[src/rtl/riscv_mdu_iter.sv]
// Iterative RV32M multiply/divide unit: 32-step shift-add multiply and restoring divide.
// Latency: 33 cycles for normal ops, 1 cycle for fast-path results; the result is held until resp_ready.
module riscv_mdu_iter #(
    parameter int ENABLE_MUL = 1,
    parameter int ENABLE_DIV = 1
) (
    input  logic        i_clk,
    input  logic        i_rst,
    input  logic        req_valid,
    output logic        req_ready,
    input  logic [2:0]  req_op,
    input  logic [31:0] req_a,
    input  logic [31:0] req_b,
    output logic        resp_valid,
    input  logic        resp_ready,
    output logic [31:0] resp_result,
    output logic        busy
);
    typedef enum logic [1:0] {IDLE = 2'd0, CALC = 2'd1, DONE = 2'd2} state_t;

    localparam logic [2:0] OP_MUL    = 3'b000;
    localparam logic [2:0] OP_MULH   = 3'b001;
    localparam logic [2:0] OP_MULHSU = 3'b010;
    localparam logic [2:0] OP_MULHU  = 3'b011;
    localparam logic [2:0] OP_DIV    = 3'b100;
    localparam logic [2:0] OP_DIVU   = 3'b101;
    localparam logic [2:0] OP_REM    = 3'b110;

    state_t      state_q, state_d;
    logic [5:0]  cnt_q, cnt_d;
    logic [2:0]  op_q, op_d;
    logic [31:0] acc_q, acc_d, lo_q, lo_d, m_q, m_d, res_q, res_d;
    logic        neg_res_q, neg_res_d, neg_rem_q, neg_rem_d;

    logic        a_neg, b_neg, is_div, class_en, div_zero, div_ovf, fast, div_ge;
    logic [31:0] a_abs, b_abs, fast_res, div_diff, quo_s, rem_s, final_res;
    logic [32:0] mul_sum, div_sh;
    logic [63:0] prod_s;

    // Operand conditioning at acceptance
    assign is_div   = req_op[2];
    assign a_neg    = req_a[31] && (req_op == OP_MULH || req_op == OP_MULHSU ||
                                    req_op == OP_DIV  || req_op == OP_REM);
    assign b_neg    = req_b[31] && (req_op == OP_MULH || req_op == OP_DIV || req_op == OP_REM);
    assign a_abs    = a_neg ? (32'd0 - req_a) : req_a;
    assign b_abs    = b_neg ? (32'd0 - req_b) : req_b;
    assign class_en = is_div ? (ENABLE_DIV != 0) : (ENABLE_MUL != 0);
    assign div_zero = is_div && (req_b == 32'd0);
    assign div_ovf  = is_div && !req_op[0] && (req_a == 32'h8000_0000) && (req_b == 32'hFFFF_FFFF);
    assign fast     = !class_en || div_zero || div_ovf;

    always_comb begin
        fast_res = 32'd0;
        if (!class_en)     fast_res = 32'd0;
        else if (div_zero) fast_res = req_op[1] ? req_a : 32'hFFFF_FFFF;
        else if (div_ovf)  fast_res = req_op[1] ? 32'd0 : 32'h8000_0000;
    end

    // One iteration: multiply shifts {carry,acc,lo} right; divide shifts {acc,lo} left
    assign mul_sum  = {1'b0, acc_q} + (lo_q[0] ? {1'b0, m_q} : 33'd0);
    assign div_sh   = {acc_q, lo_q[31]};
    assign div_ge   = div_sh >= {1'b0, m_q};
    assign div_diff = div_sh[31:0] - m_q;

    assign prod_s = neg_res_q ? (64'd0 - {acc_q, lo_q}) : {acc_q, lo_q};
    assign quo_s  = neg_res_q ? (32'd0 - lo_q) : lo_q;
    assign rem_s  = neg_rem_q ? (32'd0 - acc_q) : acc_q;

    always_comb begin
        final_res = rem_s;
        case (op_q)
            OP_MUL:                        final_res = prod_s[31:0];
            OP_MULH, OP_MULHSU, OP_MULHU:  final_res = prod_s[63:32];
            OP_DIV, OP_DIVU:               final_res = quo_s;
            default:                       final_res = rem_s;
        endcase
    end

    always_comb begin
        state_d   = state_q;
        cnt_d     = cnt_q;
        op_d      = op_q;
        acc_d     = acc_q;
        lo_d      = lo_q;
        m_d       = m_q;
        res_d     = res_q;
        neg_res_d = neg_res_q;
        neg_rem_d = neg_rem_q;
        case (state_q)
            IDLE: begin
                if (req_valid) begin
                    op_d      = req_op;
                    cnt_d     = 6'd0;
                    acc_d     = 32'd0;
                    lo_d      = is_div ? a_abs : b_abs;
                    m_d       = is_div ? b_abs : a_abs;
                    neg_res_d = a_neg ^ b_neg;
                    neg_rem_d = a_neg;
                    if (fast) begin
                        res_d   = fast_res;
                        state_d = DONE;
                    end else begin
                        state_d = CALC;
                    end
                end
            end
            CALC: begin
                if (cnt_q == 6'd32) begin
                    res_d   = final_res;
                    state_d = DONE;
                end else begin
                    cnt_d = cnt_q + 6'd1;
                    if (op_q[2]) begin
                        acc_d = div_ge ? div_diff : div_sh[31:0];
                        lo_d  = {lo_q[30:0], div_ge};
                    end else begin
                        acc_d = mul_sum[32:1];
                        lo_d  = {mul_sum[0], lo_q[31:1]};
                    end
                end
            end
            DONE: begin
                if (resp_ready) state_d = IDLE;
            end
            default: state_d = IDLE;
        endcase
    end

    always_ff @(posedge i_clk or posedge i_rst) begin
        if (i_rst) begin
            state_q   <= IDLE;
            cnt_q     <= 6'd0;
            op_q      <= 3'd0;
            acc_q     <= 32'd0;
            lo_q      <= 32'd0;
            m_q       <= 32'd0;
            res_q     <= 32'd0;
            neg_res_q <= 1'b0;
            neg_rem_q <= 1'b0;
        end else begin
            state_q   <= state_d;
            cnt_q     <= cnt_d;
            op_q      <= op_d;
            acc_q     <= acc_d;
            lo_q      <= lo_d;
            m_q       <= m_d;
            res_q     <= res_d;
            neg_res_q <= neg_res_d;
            neg_rem_q <= neg_rem_d;
        end
    end

    assign req_ready   = (state_q == IDLE);
    assign resp_valid  = (state_q == DONE);
    assign busy        = (state_q != IDLE);
    assign resp_result = res_q;
endmodule

[config.mk]
export PLATFORM = sky130hd
export DESIGN_NAME = riscv_mdu_iter
export DESIGN_NICKNAME = d
export VERILOG_FILES = /design/src/rtl/riscv_mdu_iter.sv
export SDC_FILE = /design/constraint.sdc
export NUM_CORES = 1
export LEC_CHECK = 0
export BUFFER_PORTS_ARGS = -buffer_cell sky130_fd_sc_hd__buf_4
export CAP_MARGIN = 20
export CORE_MARGIN = 2
export CORE_UTILIZATION = 35
export CTS_CLUSTER_SIZE = 12
export DETAILED_ROUTE_END_ITERATION = 10
export PLACE_DENSITY = 0.58
export SYNTH_ARGS = -nofsm -noshare
export SYNTH_HDL_FRONTEND = slang
export SYNTH_SLANG_ARGS = --single-unit
[constraint.sdc]
create_clock -name i_clk -period 11.4 [get_ports i_clk]
set_input_delay 1.14 -clock i_clk [delete_from_list [all_inputs] [get_ports i_clk]]
set_output_delay 1.14 -clock i_clk [all_outputs]
set_load 0.05 [all_outputs]
==> results_tabular.tex <==
\begin{tabular}{lr}
\hline
Metric & Value \\
\hline
\multicolumn{2}{l}{\textbf{Pwr}} \\
Pwr dens & 352 nW/um\^{}2 \\
Leakage power of the design & 0.00691 uW \\
Max IR drop VDD & 0.145 mV \\
\multicolumn{2}{l}{\textbf{Placement}} \\
Port bufs & 105 \\
DPL Wire Length & 47500 um \\
RePlAce Congestion & 0.956 \\
Worst setup timing slack at the placement stage & 6530 ps \\
\multicolumn{2}{l}{\textbf{Yosys}} \\
Most frequent cells after synthesis & 212 x a21oi\_1, 198 x nor2\_1, 193 x nand2\_1, 175 x o21ai\_0, 141 x dfrtp\_1 \\
Synth top area cells & dfrtp\_1 24\%, a21oi\_1 7.1\%, ha\_1 5.9\%, o21ai\_0 5.9\%, xnor2\_1 5.4\% \\
Yosys Warn Count & 0 \\
Cell taking the most area after synthesis & dfrtp\_1 \\
Register area share after synthesis & 23.6\% \\
Mean cell area of the mapped netlist & 7.41 um\^{}2 \\
Mapped cell area & 15000 um\^{}2 \\
Synthesized instance count & 2021 \\
Most repeated cell in the gate-level netlist after synthesis & a21oi\_1 \\
Count of state elements after synthesis & 141 \\
Post-synthesis async set-or-reset flop share & 100\% \\
Number of enable flip-flop cells after synthesis & 0 \\
Unique cell type count in the Yosys netlist & 80 \\
Mapped Nets & 2165 \\
Yosys top cell area share & 23.6\% \\
Most common flop cell mapped by yosys & dfrtp\_1 \\
\multicolumn{2}{l}{\textbf{Timing}} \\
Max Clock Freq & 0.223 GHz \\
Hold Slack & 481 ps \\
Clock tree skew after final layout & 22.1 ps \\
Worst slew margin relative to its limit & 21.9\% \\
Final period demand of the worst path & 4480 ps \\
Total Neg Setup Slack & 0 ps \\
Hold violation total from the final report & 0 \\
RSZ-0062 raised after global routing & no \\
Final worst-path cycle share & 39.3\% \\
Final Setup Violations & 0 \\
Min setup slack post-route & 6920 ps \\
Transition time at the pin with the least slew margin & 1160 ps \\
Max-slew violations & 0 \\
\multicolumn{2}{l}{\textbf{Floorplanning}} \\
Y dimension of the die & 211 um \\
Area of the core & 42000 um\^{}2 \\
DIE WIDTH & 211 um \\
Io pins & 106 \\
Die ar. & 44400 um\^{}2 \\
Row cnt & 75 \\
Initial core utilization & 35.6\% \\
\multicolumn{2}{l}{\textbf{Min path}} \\
Startpoint of the tightest hold check path & m\_q[7]\$\_DFFE\_PP0P\_ \\
Worst Hold Path Cells & 2 \\
Min-delay worst type & reg2reg \\
Worst min-delay path endpoint & m\_q[7]\$\_DFFE\_PP0P\_ \\
\multicolumn{2}{l}{\textbf{Clock tree}} \\
Maximum number of buffers from clock root to sink & 2 \\
H-tree depth & 4 \\
Insertion delay of the later-clocked pin in the worst-skew pair & 460 ps \\
Root buf cell & clkbuf\_16 \\
Clock-pin slew of the registers on the worst-case setup and hold paths & 60 ps \\
Number of gates given a new drive strength after cts & 0 \\
CTS tree & built \\
Post-cts hold buffer count & 0 \\
Post-CTS Repair Setup Buffers & 0 \\
Clk sink count & 141 \\
Total CTS buffers & 17 \\
\multicolumn{2}{l}{\textbf{Detailed routing}} \\
DRC errors left & 0 \\
Number of iterations in the first detailed-routing pass & 6 \\
Ratio of routed vias to standard cells & 6.17 \\
Detailed router's first-iteration violation count & 1785 \\
Total via count after detailed routing & 15923 \\
Antenna Nets Post-Route & 0 \\
Wire length per cell & 24.3 um \\
Routed wire length & 62600 um \\
\multicolumn{2}{l}{\textbf{Setup path}} \\
Reg2Reg Capture Point & acc\_q[28]\$\_DFFE\_PP0P\_ \\
R2R Setup Slk & 7200 ps \\
Biggest fanout along the worst timing path & 62 \\
Data arrival time at the worst-slack endpoint & 4820 ps \\
Critical path class & in2reg \\
Cells on worst reg2reg path & 13 \\
Launch point of the worst reg-to-reg path & lo\_q[31]\$\_DFFE\_PP0P\_ \\
Critical path endpoint category & flip-flop \\
Required time reported for the critical path endpoint & 11740 ps \\
Type of element launching the critical path & primary input \\
\multicolumn{2}{l}{\textbf{Cells and area}} \\
Area growth from synthesis to final layout & 11.8\% \\
Number of filler instances in the final layout & 4395 \\
Layout net count & 2173 \\
Layout cell share with drive strength beyond 1 & 9.95\% \\
Ant diodes & 0 \\
\multicolumn{2}{l}{\textbf{Global routing}} \\
Sum of overflow across all layers after global routing & 0 \\
Global-route wire length before repair & 94000 um \\
Antenna violations before repair & 0 \\
Global router's overall resource usage & 28.1\% \\
Vias in the first global route & 14722 \\
Maximum number of pins on one net before global-route repair & 90 \\
\multicolumn{2}{l}{\textbf{Status}} \\
Outcome & finished clean \\
\multicolumn{2}{l}{\textbf{Run}} \\
Count of max-cap constraint violations & 0 \\
\hline
\end{tabular}
per-stage QoR:
step / power, uW / instances / util, % / instance area, um^2
finish: 5900 / 2580 / 39.8 / 16700
floorplan: 3940 / 2021 / - / 15000
CTS: 5790 / 2579 / 39.7 / 16700
global route: 6330 / 2580 / 39.8 / 16700
global placement: 5120 / 2548 / 38.3 / 16100
detailed placement: 5140 / 2548 / 38.3 / 16100
registers in the layout, indices dropped and copies added, names as in the netlist:
name	cells
neg_res_q	1
lo_q	32
op_q	3
state_q	2
cnt_q	6
resp_result	32
neg_rem_q	1
acc_q	32
m_q	32
how the worst max path moves through the flow:
| stage | startpoint | end | slack, ps | depth (start not counted) |
|---|---|---|---|---|
| 2_1_floorplan | i_rst | acc_q[0]$_DFFE_PP0P_ | 6480 | 1 |
| 3_3_place_gp | req_a[0] | resp_result[1]$_DFFE_PP0P_ | 6760 | 12 |
| 3_5_place_dp | req_a[0] | resp_result[1]$_DFFE_PP0P_ | 6530 | 12 |
| 4_1_cts | req_a[0] | resp_result[1]$_DFFE_PP0P_ | 6980 | 12 |
| 5_1_grt | req_a[0] | resp_result[1]$_DFFE_PP0P_ | 6630 | 12 |
| 6_report | req_a[0] | resp_result[1]$_DFFE_PP0P_ | 6920 | 12 |
cell families after synthesis:
family	share of synthesized area, %
adder cells (fa/ha/maj)	6.20
AND/OR/NAND/NOR	21.3
buffers and inverters	5.52
multiplexers	4.36
AO/OA/AOI/OAI	28.5
XOR/XNOR	10.5
flip-flops	23.6
final cells by class:
type / count / area [um^2] / area share, %
Tap cell: 539 / 674 / 4.03
Inverter: 69 / 264 / 1.58
Clock inverter: 12 / 186 / 1.11
Clock buffer: 19 / 443 / 2.65
Multi-Input combinational cell: 1671 / 10700 / 63.6
Sequential cell: 141 / 3530 / 21.1
Timing Repair Buffer: 129 / 988 / 5.91
where the power goes:
| group | total [uW] | switching [uW] | internal, uW |
|---|---|---|---|
| Combinational | 4110 | 2610 | 1500 |
| Clock | 634 | 260 | 374 |
| Sequential | 1160 | 427 | 729 |
metal layers:
layer	GRT usage [%]	wire [um]	vias to the layer above	part of all wire, %
met5	0	0	-	0
met4	10.1	2230	0	3.6
met3	6.79	5910	110	9.4
met2	41.7	26700	760	43
met1	39.6	27800	7668	44
li1	-	-	7385	-
placed cells by master, fill, tap and decap left out, types with 17 or more instances in the layout:
cell       Yosys  final
a211oi_1      27     27
a21o_1        32     32
a21oi_1      212    211
a31oi_1       25     24
buf_4          1    128
clkbuf_16      0     17
dfrtp_1      141    139
ha_1          71     71
inv_1         67     66
mux2i_1       55     55
nand2_1      193    191
nand2b_1      28     28
nand3_1       46     46
nand4_1       18     18
nor2_1       198    195
nor3_1        64     64
o211ai_1      25     25
o21ai_0      175    175
o221ai_1      33     33
o31ai_1       41     41
or3_1         19     19
xnor2_1       93     93
xor2_1        87     87
worst max-delay path, stage by stage:
cell,delay (ps)
buf_4,130
inv_1,120
ha_1,190
or3b_2,470
nor3_1,650
nand4_1,410
o22ai_2,250
nand2_1,130
a211o_2,730
a211oi_1,370
a21oi_1,60
o21ai_0,150
No activity file was read; power rests on OpenSTA's default activity.
